[src/rtl/spi_master.sv]
// SPI master: one 8-bit frame per start, spcon-compatible mode bits, divided SCK.
// Defining SPI_MASTER_LSB_FIRST_EN enables LSB-first ordering via spcon_m[3].
module spi_master #(
    parameter int unsigned HALF_MIN = 4
) (
    input  logic       clk,
    input  logic       rst_n,
    input  logic       start,
    input  logic [7:0] data_m,
    input  logic [7:0] spcon_m,
    output logic       busy,
    output logic       tr_done_m,
    output logic [7:0] data_r_m,
    output logic       mosi,
    input  logic       miso,
    output logic       sck,
    output logic       ssn
);
    localparam int unsigned TW = $clog2(HALF_MIN * 8);
    localparam logic [TW-1:0] T_ZERO = {TW{1'b0}};
    localparam logic [TW-1:0] T_ONE  = {{(TW-1){1'b0}}, 1'b1};

    typedef enum logic [1:0] {IDLE = 2'd0, SETUP = 2'd1, XFER = 2'd2, HOLD = 2'd3} state_t;

    function automatic logic [TW-1:0] half_m1(input logic [1:0] spr);
        half_m1 = TW'((HALF_MIN << spr) - 32'd1);
    endfunction

    state_t        state_r, state_s;
    logic [TW-1:0] timer_r, timer_s, hm1_r, hm1_s;
    logic [4:0]    edge_r, edge_s, edge_n_s;
    logic [7:0]    tx_r, tx_s, rx_r, rx_s, rdata_r, rdata_s;
    logic          cpha_r, cpha_s;
    logic          busy_r, busy_s, done_r, done_s;
    logic          mosi_r, mosi_s, sck_r, sck_s, ssn_r, ssn_s;
    logic          accept_s;
    logic [7:0]    tx_first_s, rx_out_s;
    logic          unused_s;

    assign accept_s = (state_r == IDLE) && start && !done_r;
    assign edge_n_s = edge_r + 5'd1;

`ifdef SPI_MASTER_LSB_FIRST_EN
    function automatic logic [7:0] bit_rev(input logic [7:0] v);
        for (int i = 0; i < 8; i++) bit_rev[i] = v[7-i];
    endfunction

    logic lsb_r;

    // Frame bit order, captured with the rest of the frame configuration
    always_ff @(posedge clk or negedge rst_n) begin
        if (!rst_n) begin
            lsb_r <= 1'b0;
        end else if (accept_s) begin
            lsb_r <= spcon_m[3];
        end else begin
            lsb_r <= lsb_r;
        end
    end

    // The shifters always run MSB-first; LSB-first is a reversal at both ends
    assign tx_first_s = spcon_m[3] ? bit_rev(data_m) : data_m;
    assign rx_out_s   = lsb_r ? bit_rev(rx_r) : rx_r;
    assign unused_s   = ^{spcon_m[5:4], spcon_m[0]};
`else
    assign tx_first_s = data_m;
    assign rx_out_s   = rx_r;
    assign unused_s   = ^{spcon_m[5:3], spcon_m[0]};
`endif

    // Next-state and next-output logic for the frame sequencer
    always_comb begin
        state_s = state_r;
        timer_s = timer_r;
        hm1_s   = hm1_r;
        edge_s  = edge_r;
        tx_s    = tx_r;
        rx_s    = rx_r;
        rdata_s = rdata_r;
        cpha_s  = cpha_r;
        busy_s  = busy_r;
        done_s  = 1'b0;
        mosi_s  = mosi_r;
        sck_s   = sck_r;
        ssn_s   = ssn_r;
        case (state_r)
            IDLE: begin
                sck_s = spcon_m[2];
                if (accept_s) begin
                    cpha_s  = spcon_m[1];
                    hm1_s   = half_m1(spcon_m[7:6]);
                    timer_s = half_m1(spcon_m[7:6]);
                    edge_s  = 5'd0;
                    rx_s    = 8'h00;
                    ssn_s   = 1'b0;
                    busy_s  = 1'b1;
                    state_s = SETUP;
                    if (!spcon_m[1]) begin
                        mosi_s = tx_first_s[7];
                        tx_s   = {tx_first_s[6:0], 1'b0};
                    end else begin
                        tx_s   = tx_first_s;
                    end
                end else begin
                    state_s = IDLE;
                end
            end
            SETUP: begin
                if (timer_r == T_ZERO) begin
                    timer_s = hm1_r;
                    state_s = XFER;
                end else begin
                    timer_s = timer_r - T_ONE;
                end
            end
            XFER: begin
                if (timer_r == T_ZERO) begin
                    timer_s = hm1_r;
                    sck_s   = ~sck_r;
                    edge_s  = edge_n_s;
                    // Sampling edges are odd for cpha=0 and even for cpha=1
                    if (edge_n_s[0] ^ cpha_r) begin
                        rx_s = {rx_r[6:0], miso};
                    end else if (edge_n_s != 5'd16) begin
                        mosi_s = tx_r[7];
                        tx_s   = {tx_r[6:0], 1'b0};
                    end else begin
                        mosi_s = mosi_r;
                    end
                    if (edge_n_s == 5'd16) begin
                        state_s = HOLD;
                    end else begin
                        state_s = XFER;
                    end
                end else begin
                    timer_s = timer_r - T_ONE;
                end
            end
            HOLD: begin
                if (timer_r == T_ZERO) begin
                    ssn_s   = 1'b1;
                    busy_s  = 1'b0;
                    done_s  = 1'b1;
                    rdata_s = rx_out_s;
                    state_s = IDLE;
                end else begin
                    timer_s = timer_r - T_ONE;
                end
            end
            default: begin
                state_s = IDLE;
            end
        endcase
    end

    // State and registered-output update
    always_ff @(posedge clk or negedge rst_n) begin
        if (!rst_n) begin
            state_r <= IDLE;
            timer_r <= T_ZERO;
            hm1_r   <= T_ZERO;
            edge_r  <= 5'd0;
            tx_r    <= 8'h00;
            rx_r    <= 8'h00;
            rdata_r <= 8'h00;
            cpha_r  <= 1'b0;
            busy_r  <= 1'b0;
            done_r  <= 1'b0;
            mosi_r  <= 1'b0;
            sck_r   <= 1'b0;
            ssn_r   <= 1'b1;
        end else begin
            state_r <= state_s;
            timer_r <= timer_s;
            hm1_r   <= hm1_s;
            edge_r  <= edge_s;
            tx_r    <= tx_s;
            rx_r    <= rx_s;
            rdata_r <= rdata_s;
            cpha_r  <= cpha_s;
            busy_r  <= busy_s;
            done_r  <= done_s;
            mosi_r  <= mosi_s;
            sck_r   <= sck_s;
            ssn_r   <= ssn_s;
        end
    end

    assign busy      = busy_r;
    assign tr_done_m = done_r;
    assign data_r_m  = rdata_r;
    assign mosi      = mosi_r;
    assign sck       = sck_r;
    assign ssn       = ssn_r;

endmodule

[config.mk]
export PLATFORM = sky130hd
export DESIGN_NAME = spi_master
export DESIGN_NICKNAME = d
export VERILOG_FILES = /design/src/rtl/spi_master.sv
export SDC_FILE = /design/constraint.sdc
export NUM_CORES = 1
export LEC_CHECK = 0
export CORE_AREA = 2 2 74 76
export CTS_CLUSTER_DIAMETER = 200
export DETAILED_ROUTE_END_ITERATION = 8
export DIE_AREA = 0 0 76 78
export PLACE_DENSITY_LB_ADDON = 0.08
export RECOVER_POWER = 50
export SETUP_SLACK_MARGIN = 0.2
export SYNTH_ARGS = -nofsm -noshare
export SYNTH_HDL_FRONTEND = slang
export SYNTH_SLANG_ARGS = --single-unit
export TNS_END_PERCENT = 20
[constraint.sdc]
create_clock -name clk -period 2 [get_ports clk]
set_input_delay 0.5 -clock clk [delete_from_list [all_inputs] [get_ports clk]]
set_output_delay 0.5 -clock clk [all_outputs]
set_load 0.01 [all_outputs]
After elaboration in Yosys (flattened, before gate mapping)
Cells that the tools add are included.
{"block": "classes", "n_shift": 1, "n_bitwise": 2, "mul": 0, "n_reduce_logical": 18, "eq_ne": 14, "n_addsub": 3, "n_mux": 39, "div": 0, "n_lt_le_gt_ge": 0}
{"op": "two-way mux 8 bit", "count": 8}
{"op": "case mux 8 bit (2 select lines)", "count": 2}
{"op": "two-way mux 5 bit", "count": 5}
{"op": "!= test 2 bit, second input constant", "count": 9}
{"op": "case mux 5 bit (3 select lines)", "count": 1}
{"op": "two-way mux 1 bit", "count": 14}
{"op": "case mux 5 bit (2 select lines)", "count": 1}
{"op": "subtractor 5 x 1 -> 5 bit, second input constant", "count": 2}
{"op": "AND reduction 3 bit", "count": 3}
{"op": "case mux 1 bit (2 select lines)", "count": 4}
{"op": "case mux 2 bit (4 select lines)", "count": 1}
{"op": "AND reduction 2 bit", "count": 4}
{"op": "two-way mux 2 bit", "count": 3}
{"op": "AND reduction 6 bit", "count": 1}
{"op": "adder 5 x 1 -> 5 bit, second input constant", "count": 1}
{"op": "== test 5 bit, second input constant", "count": 1}
{"op": "logical NOT 5 bit", "count": 1}
{"op": "!= test 5 bit, second input constant", "count": 1}
{"op": "AND reduction 5 bit", "count": 1}
{"op": "<< shifter 3 x 2 -> 5 bit, first input constant", "count": 1}
{"op": "== test 2 bit, second input constant", "count": 2}
{"op": "AND reduction 4 bit", "count": 1}
{"op": "nonzero test 2 bit", "count": 2}
{"op": "== test 2 x 1 -> 1 bit, second input constant", "count": 1}
{"op": "other kinds (6)", "count": 7}
{"block": "word_totals", "ramBits": 0, "mem_bits_ro": 0, "word_cells": 90, "mem_count": 0, "ff_bits": 47, "input_bits": 20, "latch_bits": 0, "output_inout_bits": 13}

Depth between registers and ports, before layout
{"block": "logic_depth", "word_depth": 6, "depth_mapped": 8, "mapped_depth_nobuf": 6}

Least setup slack after synthesis
Ideal clock, no wire load.
{"block": "synth_timing", "path_type": "register -> register", "start": "reg state_r[0]", "end": "reg tx_r[1]", "arrival_ps": 1948, "t_required_ps": 1875, "setup_time_ps": 125, "synth_period_minus_slack_ps": 2073, "stages_incl_launch_ff": 7, "n_path_buf": 1, "setup_slack_ps": -73, "path_cell_list": "dfrtp_1 inv_1 ha_1 clkbuf_1 nand2_1 o311ai_4 mux2_2"}
{"block": "synth_between", "elab_chain_len": 5, "elab_cells_between_ends": 11, "classes_between": "eq/ne: 5; mux: 1; reduce/logical: 5"}
{"element": "from (decl)", "line": "29", "rtl": "state_t state_r, state_s;"}
{"element": "from (signal assigned)", "line": "173", "rtl": "state_r <= state_s;"}
{"element": "logical NOT 2 bit", "line": "40, 86"}
{"element": "logical AND 1 bit (2 in series)", "line": "40", "rtl": "assign accept_s = (state_r == IDLE) && start && !done_r;"}
{"element": "!= test 2 bit (no source line)"}
{"element": "AND reduction 5 bit (no source line)"}
{"element": "to (signal assigned)", "line": "177", "rtl": "tx_r <= tx_s;"}
{"element": "to (decl)", "line": "32", "rtl": "logic [7:0] tx_r, tx_s, rx_r, rx_s, rdata_r, rdata_s;"}
Several ways; a longest one is shown, not always the timed one.
A chain may end at the register's enable or synchronous reset.

Final worst setup path
{"block": "layout_timing", "start": "reg timer_r[1]", "end": "reg tx_r[5]"}
{"block": "layout_between", "elab_chain_len": 3}
{"element": "from (decl)", "line": "30", "rtl": "logic [TW-1:0] timer_r, timer_s, hm1_r, hm1_s;"}
{"element": "from (signal assigned)", "line": "174", "rtl": "timer_r <= timer_s;"}
{"element": "logical NOT 5 bit", "line": "117", "rtl": "if (timer_r == T_ZERO) begin"}
{"element": "!= test 2 bit (no source line)"}
{"element": "AND reduction 5 bit (no source line)"}
No other way between the ends.

==> results.md <==
- For this design the total switching power over the nets is 1.58 mW.
- The weighted congestion reported at the end of routability-driven placement is 0.811.
- Averaged over all synthesized cells, the footprint is 11.1 sq um.
- In this run the vertical extent of the chip is 78 um.
- The post-synthesis instance total is 219.
- The worst ir drop on vdd is 0.654 mV.
- The part of the total power dissipated in the clock network is 0.162.
- The count of buffers from port buffering is 28.
- The area of all placed cells without fillers is 3190 sq um.
- The routed layout has 1829 vias.
- The summed instance area of the synthesized netlist is 2420 sq um.
- Wires add up to 5050 um.
- The region available for standard cell placement spans 5040 sq um.
- At the pin with the least slew margin, the transition time is 1.29 ns.
- Data on the critical path is required at its endpoint by 2.18 ns.
- Once placement finished, the instance area stood at 2930 sq um.
- The filler cell count is 401.
- The die boundary width is 76 um.
- The clock reaches the later pin of the worst-skew pair after 0.30 ns.
- The max-slew violation count came to 0.
- The fraction of layout instances using a drive strength above 1 is 0.298.
- The critical path in this run is classified as flip-flop to flip-flop.
- The total of warnings raised by yosys is 0.
- The total clock buffers created by CTS is 5.
- The share of power burned in registers is 0.321.
- The fraction of the yosys area taken by sequential cells is 0.476.
- The library cells used most frequently in the layout, excluding fill and tap cells, are sky130_fd_sc_hd__dfrtp_1 (45), sky130_fd_sc_hd__clkdlybuf4s50_1 (26), sky130_fd_sc_hd__buf_4 (22).
- The number of hold-slack violations in the final timing report is 0.
- The detailed placer's ending HPWL is 3500 um.
- Max-cap violations in this run came to 0.
- The signal on the critical path passes through inv_1, ha_2, or4b_4, o21ai_4, o311ai_4, mux2_4.
- The number of register bits inferred by synthesis is 46.
- Among all flip-flop cells after synthesis, the most frequent one is sky130_fd_sc_hd__dfrtp_1.
- The final reports fail on negative setup slack.
- The standard cell with the maximum stage delay on the critical path is sky130_fd_sc_hd__or4b_4.
- The library cell used most frequently in the layout, excluding fill and tap cells, is sky130_fd_sc_hd__dfrtp_1.
- The worst-case setup margin in the final layout is -0.0136 ns.
- For this run, design rule violations remaining after detail routing come to 0.
- After floorplanning, the core was divided into 26 placement rows.
- The wire length of the first global-routing pass is 8490 um.
- Clock tree synthesis selected as its root buffer the cell sky130_fd_sc_hd__clkbuf_8.
- The total internal power is 2.72 mW.
- In this run, the number of DRC markers left after iteration 0 of detailed routing was 51.
- The number of nets at the end of the flow is 299.
- The multi-input logic area is 1300 sq um.
- The share of flip-flops with an asynchronous set or reset is 1.00.
- The worst slew margin relative to its limit is 0.139.
- The final antenna-violating net count is 0.
- Setup repair after global routing could not meet its margin everywhere.
- The area growth from synthesis to final layout is 31.7%.
- The quantity of hold-fixing buffers added after cts is 0.
- The starting density of the core is 0.480.
- The maximum number of pins on one net before global-route repair is 29.
- Of the available clock period, the critical path in the final layout requires 1.01.
- The number of setup violations in the final report is 2.
- The cell leakage power is 1.42 nW.
- The worst setup path is launched from a flip-flop.
- The routed length per instance is 14.8 um.
- The overflow left after global routing is 0.
- Timing would allow up to 0.497 GHz.
- In this run, synthesis inferred 0 flip-flops with an integrated enable.
- The initial antenna violation count is 0.
- When the netlist entered floorplanning its net count stood at 247.
- STA puts the critical path data arrival time at 2.20 ns.
- The fraction of power spent switching nets is 0.367.
- The flow ran to the end, but the final reports show violations.
- The tree built by TritonCTS fans out to 46 sinks.
- The count of TritonRoute iterations in the first routing pass is 4.
- The kind of path behind the tightest hold check is primary input to async pin.
- TritonCTS built the clock tree.
- The count of distinct cell types in the synthesized netlist is 49.
- The power density of the placed cells is 1350 nW/um^2.
- The utilization of the core after routing is 0.633.
- The number of primary I/O pins is 33.
- The flip-flop and latch area is 1150 sq um.
- In this design, the stage delay of the slowest critical-path cell is 0.53 ns.
- In this run the worst path has a maximum fanout of 8.
- The final setup skew is 0.00927 ns.
- The combinational cell fraction of total power is 0.516.
- Clock-pin slew was measured on the worst setup and hold paths at 0.09 ns.
- The buffer levels on the longest clock path is 2.
- The floorplan step defined a die boundary enclosing 5930 sq um.
- The critical path capture point type is a flip-flop.
- After detailed routing, the number of vias per cell comes to 5.35.
- The number of global-route vias before repair is 1791.
- The level count of the clock H-tree is 2.
- The repair_antennas step left the layout with diodes totalling 0.
- The minimum clock period after layout is 2.01 ns.
- For this run, the total global-route usage over all layers was measured as 0.178.
==> final timing paths <==
check,slack [ns],to,cells past startpoint,from
min,0.46,timer_r[4],1,rst_n
max in group asynchronous,0.56,tx_r[5],2,rst_n
max,-0.01,tx_r[5],6,timer_r[1]
max reg2reg,-0.01,tx_r[5],6,timer_r[1]
min reg2reg,0.47,hm1_r[1],1,hm1_r[1]
min in group clk,0.47,hm1_r[1],1,hm1_r[1]
==> sequential cells by signal, indices dropped and copies added, names as in the netlist <==
register   count
tr_done_m      1
busy           1
edge_r         5
rx_out_s       8
timer_r        5
tx_r           8
data_r_m       8
cpha_r         1
mosi           1
ssn            1
sck            1
state_r        2
hm1_r          4
==> metal layers <==
metal | up-vias | wire length, um | part of all wire | global-route usage
met1 | 893 | 2490 | 0.49 | 0.245
met3 | 5 | 129 | 0.026 | 0.0372
met2 | 26 | 2370 | 0.47 | 0.285
met4 | 0 | 64 | 0.013 | 0.0582
li1 | 905 | - | - | -
met5 | - | 0 | 0 | 0
==> worst max-delay path, delay by kind of cell, from the launching register on <==
| family | cells | cell delay [ns] |
|---|---|---|
| adders and majority gates | 1 | 0.17 |
| muxes | 1 | 0.34 |
| buffers and inverters | 1 | 0.07 |
| and+or+nand+nor | 1 | 0.53 |
| AOI/OAI and AO/OA | 2 | 0.39 |
| DFF | 1 | 0.40 |
==> power by group through the flow <==
stage	Clock [mW]	Sequential [mW]	Combinational, mW
final	0.699	1.38	2.22
after global routing	0.763	1.42	2.44
after CTS	0.723	1.38	2.08
after detailed placement	0	1.39	2.03
after global placement	0	1.38	2.00
after floorplan	0	1.42	1.31
==> cells in the mapped netlist (all sizes together), types with 2 or more instances <==
library cell  instances  area (sq um)
a21o                  2          15.0
a21oi                 9          48.8
a22o                 16           140
a31oi                 2          12.5
and2                  2          12.5
buf                   3          21.3
clkbuf                8          30.0
dfrtp                45          1130
ha                    8           100
inv                   8          30.0
mux2                 22           248
mux2i                 7          70.1
nand2                19          71.3
nand2b                4          25.0
nand3                 3          15.0
nand3b                2          15.0
nor2                  6          22.5
nor3                  4          20.0
o21ai                19           106
o311ai                2          35.0
or4b                  2          20.0
xnor2                 4          35.0
==> through the flow <==
| step | power [mW] | setup TNS [ns] | setup WS [ns] | hold WS, ns | cells |
|---|---|---|---|---|---|
| 2_1_floorplan | 2.72 | 0 | 0.0463 | 0.204 | 219 |
| 3_3_place_gp | 3.38 | -0.526 | -0.0649 | 0.452 | 330 |
| 3_5_place_dp | 3.42 | -0.640 | -0.0877 | 0.458 | 330 |
| 4_1_cts | 4.18 | 0 | 0.0227 | 0.180 | 340 |
| 5_1_grt | 4.63 | -0.638 | -0.0917 | 0.493 | 342 |
| 6_report | 4.30 | -0.0271 | -0.0136 | 0.455 | 342 |
==> repair_timing <==
item                                    4_1_cts  5_1_grt
cloned                                        0        0
pin swaps                                     0       13
endpoints found under the setup margin       32       38
resized for setup                             8       21
buffers inserted                              2        2
==> kinds of logic after synthesis <==
logic type                 after synthesis  share of synthesized area
buffers and inverters                   19                     0.0336
AOI/OAI and AO/OA                       63                      0.194
and+or+nand+nor                         49                      0.106
muxes                                   29                      0.131
xor gates and xnor gates                 5                     0.0181
DFF                                     46                      0.476
adders and majority gates                8                     0.0413
==> cell type report <==
type,instances,share of cell area
Multi-Input combinational cell,154,0.408
Sequential cell,46,0.361
Timing Repair Buffer,56,0.158
Tap cell,70,0.0275
Clock buffer,5,0.0216
Clock inverter,3,0.0141
Inverter,8,0.00941
Power figures use the tool's default switching activity.
==> patch 1: new RTL, config.mk and constraints unchanged <==
Encoding of `state_t`: now Gray code (2 bits for 4 states).
--- a/src/rtl/spi_master.sv
+++ b/src/rtl/spi_master.sv
@@ -21,5 +21,5 @@
     localparam logic [TW-1:0] T_ONE  = {{(TW-1){1'b0}}, 1'b1};
 
-    typedef enum logic [1:0] {IDLE = 2'd0, SETUP = 2'd1, XFER = 2'd2, HOLD = 2'd3} state_t;
+    typedef enum logic [1:0] {IDLE = 2'b00, SETUP = 2'b01, XFER = 2'b11, HOLD = 2'b10} state_t;
 
     function automatic logic [TW-1:0] half_m1(input logic [1:0] spr);
Function: no difference found for any inputs over 10 cycles, from zero or initial values and one cycle with rst_n low; not proved beyond that.
==> patch 1 against the unedited design <==
  * The run still ends with setup timing left
  * Area after synthesis fell by 5.2%
  * Final area fell by 4.9%
  * Critical path depth rose by 2
  * Clock power rose by 18%
  * Die area did not move
  * Setup slack improved by 0.0064 ns
  * Sequential cell count did not move
  * Combinational power fell by 15%
  * Power fell by 2.7%
  * Wire length fell by 8.1%
  * Non-clock buffer count rose by 1
==> patch 1: results (changes against the unedited design) <==
| Metric | Value |
|---|---|
| CP peak stage delay | 0.46 ns (-0.07 ns) |
| Post-Syn Nets | 259 (+4.9%) |
| Failing checks | setup timing |
| WL met1 | 2200 um (-12%) |
| Finish-stage setup viols | 7 (+5) |
| Synth cell count leaders | nand2_1 (62), dfrtp_1 (45), o21ai_0 (21) |
| Status | finished, violations left |
| Synth top area cells | dfrtp_1 (49%), nand2_1 (10%), mux2_4 (4.6%) |
| Met2 WL | 2220 um (-6.2%) |
| Type of the worst min-delay path | flop to flop |
| Post-Route WL | 4640 um (-8.1%) |
| Iter 0 DRT Violations | 68 (+33%) |
| Maximum vdd drop | 0.000570 V (-13%) |
| HPWL Detailed | 3250 um (-7.1%) |
| Synth cell types | 40 (-18%) |
| Tot GR Track Use | 0.175 (-0.00362) |
| First-pass GRT wire length | 8380 um (-1.3%) |
| Share of cells above drive strength 1 | 0.217 (-0.0806) |
| Sequential area share after synthesis | 0.502 (+0.0262) |
| Final worst setup slack | -0.00721 ns (+0.00643 ns) |
| Met3 wire length | 147 um (+14%) |
| FILL cells | 446 (+11%) |
| Leakage power | 1.42 nW (about the same) |
| Vias in the first global route | 1,784 (-0.39%) |
| Relative slew slack | 0.246 (+0.107) |
-- patch 1: changes by cell type after synthesis, moves of 3 or more --
cell	unedited run	this run
mux2_4	0	7
mux2_2	22	0
ha_1	8	3
o21ai_0	18	21
nand2_1	19	62
nor2_1	6	13
nand3_1	3	7
a22o_1	16	8
inv_1	8	4
-- patch 1: kinds of logic (layout without fill, tap and decap cells) --
logic type	Yosys count	in the layout	synth area share
DFF	46	46	0.502
adders and majority gates	3	3	0.0164
xor gates and xnor gates	4	4	0.0153
muxes	16	16	0.0850
and+or+nand+nor	98	98	0.193
buffers and inverters	16	70	0.0343
AOI/OAI and AO/OA	53	53	0.154
-- patch 1: cell type report --
type,instances,share of cell area
Multi-Input combinational cell,174,0.366
Clock buffer,5,0.0227
Inverter,5,0.00660
Timing Repair Buffer,57,0.173
Clock inverter,3,0.0227
Tap cell,70,0.0289
Sequential cell,46,0.380
-- patch 1: metrics by stage --
step	worst slack [ns]	std cells	hold WS (ns)	TNS [ns]	instance area (um^2)
final	-0.00721	360	0.465	-0.0284	3040
after global routing	-0.0745	360	0.507	-0.487	3040
after CTS	-0.0147	359	0.304	-0.0728	3010
after detailed placement	-0.121	350	0.459	-0.565	2830
after global placement	-0.126	350	0.453	-0.552	2830
after floorplan	0.000822	236	0.204	0	2300
-- patch 1: timing repair --
item	in CTS	in global routing
setup endpoints to repair	35	38
setup buffers	1	1
pin swaps	17	11
resized for setup	17	10
-- patch 1: where the power goes --
group          internal [mW]  switching [mW]  leakage (nW)
Combinational          0.969           0.912         0.775
Sequential              1.24           0.241         0.577
Clock                  0.500           0.322        0.0683
-- patch 1: metal layers --
layer | global-route usage | up-vias
li1 | - | 923
met1 | 0.230 | 869
met2 | 0.290 | 25
met3 | 0.0349 | 6
met4 | 0.0600 | 0
met5 | 0 | -
==> patch 2: new RTL, same flow settings <==
Without the edit above. The option `SPI_MASTER_LSB_FIRST_EN` is turned on by a define.
--- a/src/rtl/spi_master.sv
+++ b/src/rtl/spi_master.sv
@@ -1,4 +1,6 @@
 // SPI master: one 8-bit frame per start, spcon-compatible mode bits, divided SCK.
 // Defining SPI_MASTER_LSB_FIRST_EN enables LSB-first ordering via spcon_m[3].
+`define SPI_MASTER_LSB_FIRST_EN
+
 module spi_master #(
     parameter int unsigned HALF_MIN = 4
Behaviour: not the same (a bounded check fails within 4 cycles, from zero or initial values and one cycle with rst_n low).
==> patch 2 against the unedited design <==
  * Utilization is 4.8 points higher
  * Count of clock-buffer cells in the layout is the same
  * Area after synthesis rose by 7.9%
  * Clock power up 2.9%
  * Non-clock buffer count increased by 10
  * Setup slack improved by 0.12 ns
  * Sequential cell count up 1
  * Final area is 7.6% higher
  * Power is 1.3% higher
  * Wire length is 13% higher
  * Critical path type unchanged
  * Largest cell class unchanged
  * Highest routed layer unchanged
==> patch 2: results (changes against the unedited design) <==
| Metric | Value |
|---|---|
| Reg-to-reg slack, setup | 0.10 ns (+0.12 ns) |
| Clock skew | 0.0137 ns (+0.00441 ns) |
| # nets final | 323 (+8.0%) |
| HPWL Detailed | 4130 um (+18%) |
| Synth top area cells | dfrtp_1 (44%), mux2_2 (8.6%), mux2i_1 (5.0%) |
| Number of port buffers | 29 (+3.6%) |
| Placed insts | 353 (+7.0%) |
| CP Data Arrival Time | 2.10 ns (-0.10 ns) |
| First-pass GRT wire length | 9600 um (+13%) |
| Pin count of the biggest net entering global routing | 24 (-17%) |
| Post-Synth Adder-Cell Area | 0.0383 (-0.00303) |
| Slowest cell on crit path | dfrtp_1 |
| Share of cells above drive strength 1 | 0.318 (+0.0198) |
| Leakage power | 1.51 nW (+6.5%) |
| Iter 0 DRT Violations | 61 (+20%) |
| Status | completed |
| Final Non-Filler Cells | 366 (+7.0%) |
| Mux cell area share after synthesis | 0.179 (+0.0478) |
| Sequential area share after synthesis | 0.450 (-0.0253) |
| Compound-Gate Fraction of Synth Area | 0.178 (-0.0156) |
| Post-Syn Nets | 261 (+5.7%) |
| CP peak stage delay | 0.38 ns (-0.15 ns) |
| Maximum vdd drop | 0.000535 V (-18%) |
| Vias post-DR | 2,036 (+11%) |
| Dpl cell area | 3210 um^2 (+9.6%) |
| FF-to-FF path depth | 8 (+2) |
| Relative slew slack | 0.197 (+0.0579) |
| Synth cell count leaders | dfrtp_1 (46), o21ai_0 (22), nand2_1 (21) |
| Synth cell types | 53 (+8.2%) |
| GP Congestion | 0.853 (+5.1%) |
## patch 2: changes by cell type after synthesis, sizes merged, moves of 2 or more
cell,before,now
mux2i,7,13
mux4,0,5
o21ai,19,22
a21o,2,0
mux2,22,20
nand2,19,21
nor2,6,4
nor3,4,2
o221ai,0,2
xnor2,4,2
xor2,1,3
## patch 2: metrics by stage
step                worst slack [ns]  setup TNS [ns]  hold WS, ns
finish                         0.104               0        0.419
floorplan                     0.0842               0        0.204
CTS                           0.0946               0        0.173
detailed placement            -0.346           -3.32        0.461
global placement              -0.340           -3.05        0.451
global route                  0.0265               0        0.522
## patch 2: power groups by stage
stage          combinational, mW  clock, mW  sequential, mW
6_report                    2.20      0.719            1.44
3_3_place_gp                1.98          0            1.44
2_1_floorplan               1.36          0            1.38
4_1_cts                     2.15      0.726            1.44
3_5_place_dp                2.03          0            1.44
5_1_grt                     2.41      0.774            1.47
## patch 2: area by class of cell
class                      count  area (um^2)
clock buffer                   5         68.8
timing repair buffer          66          563
multi-input combinational    166         1460
clock inverter                 3         46.3
fill                         411         1610
inverter                       9         33.8
sequential                    47         1180
tap                           70         87.6
## patch 2: metal layers
metal / wire length [um] / GRT usage / vias to the layer above / share of wire
met5: 0 / 0 / - / 0
met4: 62 / 0.0509 / 0 / 0.011
met3: 190 / 0.0360 / 6 / 0.033
met2: 2800 / 0.337 / 40 / 0.49
met1: 2660 / 0.278 / 996 / 0.47
li1: - / - / 994 / -
## patch 2: cells by family after synthesis
logic type	count (synthesis)
xor+xnor	5
flops	47
buf+inv	21
mux	38
fa+ha+maj	8
simple gates	47
compound gates	67
## patch 2: timing repair
item / 4_1_cts / 5_1_grt
resized for setup: 18 / 4
endpoints found under the setup margin: 27 / 31
setup buffers: 2 / 2
hold buffers: 0 / 0
pin swaps: 4 / 7
cloned: 1 / 0
